===== config.mk =====
export PLATFORM = sky130hd
export DESIGN_NAME = em_74191_flat
export DESIGN_NICKNAME = d
export VERILOG_FILES = /design/src/rtl/em_ttl_pkg.sv /design/src/rtl/em_74191_if.sv /design/src/rtl/em_74191_tc.sv /design/src/rtl/em_74191.sv /design/src/flat_wrapper.sv
export SDC_FILE = /design/constraint.sdc
export NUM_CORES = 1
export LEC_CHECK = 0
export CAP_MARGIN = 20
export CORE_AREA = 2 2 39 41
export CTS_CLUSTER_SIZE = 10
export DETAILED_ROUTE_END_ITERATION = 12
export DIE_AREA = 0 0 41 43
export HOLD_SLACK_MARGIN = 0.08
export PLACE_DENSITY_LB_ADDON = 0.12
export SYNTH_ARGS = -nofsm -noshare
export SYNTH_HDL_FRONTEND = slang
export SYNTH_SLANG_ARGS = --single-unit

===== constraint.sdc =====
create_clock -name clk -period 2.3 [get_ports clk]
set_clock_uncertainty 0.15 [all_clocks]
set_input_delay 0.46 -clock clk [delete_from_list [all_inputs] [get_ports clk]]
set_output_delay 0.46 -clock clk [all_outputs]
set_load 0.01 [all_outputs]

===== src/rtl/em_ttl_pkg.sv =====
// Shared definitions for the TTL-family counter emulations.
package em_ttl_pkg;

    // Counting direction as seen on the 'down' pin
    localparam logic DIR_UP   = 1'b0;
    localparam logic DIR_DOWN = 1'b1;

    // Widest counter any TTL emulation in this family is expected to use
    localparam int EM_WIDTH_MAX = 16;

endpackage


===== src/rtl/em_74191_if.sv =====
// Pin bundle of the 74191 up/down counter; clk and clr stay outside.
interface em_74191_if #(
    parameter int WIDTH = 4
);
    logic             nload;
    logic             nenable;
    logic             down;
    logic [WIDTH-1:0] parallel_in;
    logic [WIDTH-1:0] count;
    logic             max_min;
    logic             nrco;

    // Driver side (board / testbench / lower cascade logic)
    modport master (
        output nload, nenable, down, parallel_in,
        input  count, max_min, nrco
    );

    // Counter side
    modport slave (
        input  nload, nenable, down, parallel_in,
        output count, max_min, nrco
    );
endinterface


===== src/rtl/em_74191_tc.sv =====
// Terminal-count decode: purely combinational so a cascaded upper stage
// sees nrco in the same cycle the lower stage reaches its limit.
module em_74191_tc
    import em_ttl_pkg::*;
#(
    parameter int WIDTH = 4
) (
    input  logic [WIDTH-1:0] count_i,
    input  logic             down_i,
    input  logic             nenable_i,
    output logic             max_min_o,
    output logic             nrco_o
);

    // Terminal value depends on direction: all-ones going up, zero going down
    always_comb begin
        max_min_o = 1'b0;
        if (down_i == DIR_DOWN) begin
            max_min_o = (count_i == '0);
        end else begin
            max_min_o = (count_i == '1);
        end
        nrco_o = ~(max_min_o & ~nenable_i);
    end

endmodule


===== src/rtl/em_74191.sv =====
// 74191-style synchronous up/down counter with parallel load and
// ripple carry/borrow output for cascading.
module em_74191
    import em_ttl_pkg::*;
#(
    parameter int WIDTH = 4
) (
    input  logic       clk,
    input  logic       clr,
    em_74191_if.slave  bus
);

    localparam logic [WIDTH-1:0] ONE = WIDTH'(1);

    logic [WIDTH-1:0] count_q;
    logic [WIDTH-1:0] count_d;
    logic             max_min;
    logic             nrco;

    // Next count: load beats count beats hold; wrap is natural modulo 2^WIDTH
    always_comb begin
        count_d = count_q;
        if (!bus.nload) begin
            count_d = bus.parallel_in;
        end else if (!bus.nenable) begin
            if (bus.down == DIR_DOWN) begin
                count_d = count_q - ONE;
            end else begin
                count_d = count_q + ONE;
            end
        end
    end

    // Only state in the block; clr overrides everything on the edge
    always_ff @(posedge clk) begin
        if (clr) begin
            count_q <= '0;
        end else begin
            count_q <= count_d;
        end
    end

    em_74191_tc #(
        .WIDTH (WIDTH)
    ) u_tc (
        .count_i   (count_q),
        .down_i    (bus.down),
        .nenable_i (bus.nenable),
        .max_min_o (max_min),
        .nrco_o    (nrco)
    );

    assign bus.count   = count_q;
    assign bus.max_min = max_min;
    assign bus.nrco    = nrco;

endmodule


===== src/flat_wrapper.sv =====
// flat-port wrapper written by rule: the top's interface ports become plain ports
module em_74191_flat import em_ttl_pkg::*;
#(
    parameter int WIDTH = 4
)
  (clk, clr, bus_nload, bus_nenable, bus_down, bus_parallel_in, bus_count, bus_max_min, bus_nrco);
  em_74191_if #(.WIDTH(WIDTH)) bus_i ();
  input  logic clk;
  input  logic clr;
  input wire logic [$bits(bus_i.nload)-1:0] bus_nload;
  input wire logic [$bits(bus_i.nenable)-1:0] bus_nenable;
  input wire logic [$bits(bus_i.down)-1:0] bus_down;
  input wire logic [$bits(bus_i.parallel_in)-1:0] bus_parallel_in;
  output wire logic [$bits(bus_i.count)-1:0] bus_count;
  output wire logic [$bits(bus_i.max_min)-1:0] bus_max_min;
  output wire logic [$bits(bus_i.nrco)-1:0] bus_nrco;
  assign bus_i.nload = bus_nload;
  assign bus_i.nenable = bus_nenable;
  assign bus_i.down = bus_down;
  assign bus_i.parallel_in = bus_parallel_in;
  assign bus_count = bus_i.count;
  assign bus_max_min = bus_i.max_min;
  assign bus_nrco = bus_i.nrco;
  em_74191 #(.WIDTH(WIDTH)) u_core (.clk(clk), .clr(clr), .bus(bus_i));
endmodule

# Word level (Yosys, flattened, before mapping)
# Index checks and enable logic that the tools add are counted.
# Widths: inputs -> output; s select.
# totals
word_cells,13
reg_bits,4
ram_bits,0
mem_count,0
romBits,0
latch_bits,0
# op_classes
addsub,2
mux,4
n_shift,0
bitwise,3
eq_ne,2
n_reduce_logical,1
div,0
mul,0
magnitude_cmp,0
# ops
operator,n
$mux 4,3
$add 4x1->4 const B,1
$eq 4x4->1 const B,1
$logic_not 4->1,1
$sub 4x1->4 const B,1
$ne 2x2->1 const B,1
$not 1->1,2
$and 1x1->1,1
$mux 1,1

# Logic depth before layout (Yosys ltp)
# depth
ltp_word,4
ltp_mapped,5
depth_no_buf,5

# Modules after synthesis
# From an unflattened synthesis, not the netlist that was laid out.
# unflattened
cells_unflattened,39
area_unflattened_um2,347.8
# by_module_without_submodules
module,cells_each,seq_area_each_um2,area_per_inst_um2,instances
em_74191,33,80.1,299.0,1
em_74191_tc,6,0.0,48.8,1

# Worst setup path before layout
# OpenSTA, ideal clock, no wires.
# synth_path
path_kind,reg2out
startpoint,register u_core.count_q[0] (netlist: u_core.bus.count[0])
endpoint,output port bus_nrco
slack_ns,0.434
stages_incl_launch_ff,4
n_path_buf,0
t_arrival_ns,1.256
path_cell_list,dfxtp_1 -> or4_1 -> mux2i_2 -> nand2b_1
# synth_via
elab_chain_cells,4
# synth_lines
element,line,text
start: declaration,em_74191.sv:15,logic [WIDTH-1:0] count_q;
start signal: assignment,em_74191.sv:39,count_q <= count_d;
$eq 4x4->1 / $logic_not 4->1 (equally long branches),"em_74191_tc.sv:21, em_74191_tc.sv:19",
$mux 1 (*),em_74191_tc.sv:18,if (down_i == DIR_DOWN) begin
via bus_max_min,flat_wrapper.sv:15,output wire logic [$bits(bus_i.max_min)-1:0] bus_max_min;
$and 1x1->1 (*),em_74191_tc.sv:23,nrco_o = ~(max_min_o & ~nenable_i);
$not 1->1 (*),em_74191_tc.sv:23,
end: declaration,flat_wrapper.sv:16,output wire logic [$bits(bus_i.nrco)-1:0] bus_nrco;
# The timed path passes the listed nets; every way through them passes the cells marked *.

# Worst setup path in the final report
# layout_path
startpoint,register u_core.count_q[2] (netlist: u_core.bus.count[2])
endpoint,output port bus_nrco
# layout_via
elab_chain_cells,4
# layout_lines
element,line
$eq 4x4->1 / $logic_not 4->1 (equally long branches),"em_74191_tc.sv:21, em_74191_tc.sv:19"
$mux 1 (*),em_74191_tc.sv:18
$and 1x1->1 (*),em_74191_tc.sv:23
$not 1->1 (*),em_74191_tc.sv:23
# Mark *: on every way between the ends. The rest lies on a longest branch, timed or not.

==> results.py <==
metrics = {
    "outcome": {
        "status": "completed",
    },
    "power_and_ir_drop": {
        "p_per_area_mw_per_mm2": 488,
        "peakVddDrop_mv": 0.285,
        "leakage_nw": 0.233,
        "p_total_w": 0.000271,
    },
    "floorplanning": {
        "pin_count": 15,
        "placeableCoreArea_mm2": 0.00138,
        "die_area_mm2": 0.00176,
        "die_y_um": 43,
        "rows": 14,
        "start_util_pct": 23.5,
        "die_x_um": 41,
    },
    "sta": {
        "fmax_mhz": 456,
        "slew_viol_final": 0,
        "fin_crit_sh_pct": 95.4,
        "worst-slew-pin-transition_ps": 354,
        "finalCriticalPeriod_ps": 2190,
        "rsz0062_at_grt": "false",
        "relSlewSlack_pct": 75.8,
        "finalSetupViolCount": 0,
        "finalHoldViolations": 0,
        "fin_ws_ps": 106,
    },
    "setup_path": {
        "critPathArrivalTime_ps": 1580,
        "cp.required_ps": 1690,
        "crit_path_end_kind": "output pin",
        "path_class": "register to output pin",
        "path_max_fanout": 2,
        "startpoint_type": "register",
    },
    "synthesis": {
        "yosysSeqAreaShare_pct": 24.6,
        "netlist_area_um2": 325,
        "avgSynthCellArea_um2": 8.56,
        "syn-instance-count": 38,
        "ys_warn_count": 0,
        "ys_ff_latch": 4,
        "syn-num-nets": 50,
        "yosysUniqueCellTypes": 22,
    },
    "global_route": {
        "grt_pass1_vias": 337,
        "grt_pass1_wl_um": 1390,
        "track_usage_pct": 11.3,
        "gr-total-overflow": 0,
        "grt_antenna_before_repair": 0,
        "grt_max_degree": 9,
    },
    "clocking": {
        "htreeDepth": 1,
        "cts_root_buf": "clkbuf_4",
        "cts_buffer_depth": 2,
        "cts_tree": "yes",
        "numCtsBuffers": 3,
        "cts_num_sinks": 4,
        "path_clk_slew_ps": 40,
        "cts_resized": 2,
        "clk_latency_ps": 230,
        "cts_hold_buf": 0,
        "cts_setup_buffers": 0,
    },
    "routing": {
        "drtPass1Iterations": 4,
        "vias": 358,
        "via_per_inst": 4.65,
        "drc": 0,
        "wl_per_cell_um": 11.2,
        "finalWirelength_um": 861,
        "postRouteAntennaNets": 0,
        "drtIter0Drc": 3,
    },
    "finish": {
        "fillers": 150,
        "drive_gt1_share_pct": 19.7,
        "postLayoutCellArea_um2": 556,
        "largest_reg_flops": 4,
        "layout.nets": 75,
        "area_growth_pct": 70.8,
        "n_antenna_cell": 0,
    },
    "min_path": {
        "holdCritPathClass": "register to register",
    },
    "placement": {
        "gp_congestion": 0.717,
        "pre_cts_ws_ps": -106,
        "port_buffers": 14,
        "place_area_um2": 536,
        "hpwlAfterDp_um": 714,
    },
    "job": {
        "cap_violations": 0,
    },
}
metal layers:
layer / vias to the layer above / part of all wire [%] / track usage (%)
met5: - / 0 / 0
met4: 0 / 0 / 4.00
met3: 0 / 5.7 / 2.09
met2: 8 / 56 / 19.1
met1: 170 / 38 / 13.3
li1: 180 / - / -
critical path, stage by stage, from the launching register on:
cell and delay [ps]:
dfxtp_1 300, or4_1 530, mux2i_2 180, nand2b_1 70
dlygate4sd2_1 280
final cells by class:
class / instances / area, um2 / share of cell area [%]
Sequential cell: 4 / 80.1 / 14.4
Timing Repair Buffer: 22 / 198 / 35.6
Inverter: 3 / 11.3 / 2.03
Tap cell: 16 / 20.0 / 3.60
Clock buffer: 3 / 22.5 / 4.05
Multi-Input combinational cell: 29 / 224 / 40.3
power breakdown:
part	switching [W]	internal (W)	total, W
Sequential	0.00000256	0.0000763	0.0000789
Combinational	0.0000452	0.0000634	0.000109
Clock	0.0000255	0.0000582	0.0000836
per-stage QoR:
step	TNS [ps]	cells	utilization, %	hold WS, ps
2_1_floorplan	0	38	-	379
3_3_place_gp	-124	74	38.7	566
3_5_place_dp	-219	74	38.7	573
4_1_cts	0	77	40.1	581
5_1_grt	0	77	40.1	607
6_report	0	77	40.1	572
synthesized netlist by cell type:
library cell  count  area, um2
a2111oi_0         1       8.76
a211oi_1          2       15.0
a21oi_1           2       10.0
a311o_1           1       10.0
and2_1            1       6.26
buf_2             2       10.0
dfxtp_1           4       80.1
fa_1              1       20.0
ha_1              2       25.0
inv_1             3       11.3
mux2i_1           2       20.0
mux2i_2           1       13.8
nand2_1           1       3.75
nand2b_1          3       18.8
nand3_1           1       5.00
nand4_1           1       6.26
nor2_1            4       15.0
nor3b_1           1       7.51
o21ai_0           1       5.00
or4_1             1       7.51
xnor2_1           2       17.5
xor2_1            1       8.76
final timing paths:
path                                          start             endpoint  slack (ps)  cells after the start
worst max-delay path            u_core.bus.count[2]             bus_nrco         110                      4
worst min-delay path            u_core.bus.count[0]  u_core.bus.count[3]         570                      3
worst max register to register  u_core.bus.count[2]  u_core.bus.count[3]         620                      5
worst min register to register  u_core.bus.count[0]  u_core.bus.count[3]         570                      3
kinds of logic (layout without fill, tap and decap cells):
family	count (synthesis)	count (layout)	share of synthesized area [%]
and+or+nand+nor	13	13	21.5
AOI/OAI and AO/OA	7	7	15.0
buffers and inverters	5	28	6.54
DFF	4	4	24.6
adders and majority gates	3	3	13.8
xor gates and xnor gates	3	3	8.08
muxes	3	3	10.4
cell usage in the layout (no fill, tap or decap), types with 2 or more instances in the layout:
master and n:
clkdlybuf4s50_1 12, buf_4 8, nor2_1 4, dfxtp_1 4, inv_1 3, nand2b_1 3
clkbuf_4 3, a21oi_1 2, a211oi_1 2, xnor2_1 2, mux2i_1 2, ha_1 2
dlygate4sd2_1 2
Power figures use the tool's default switching activity.
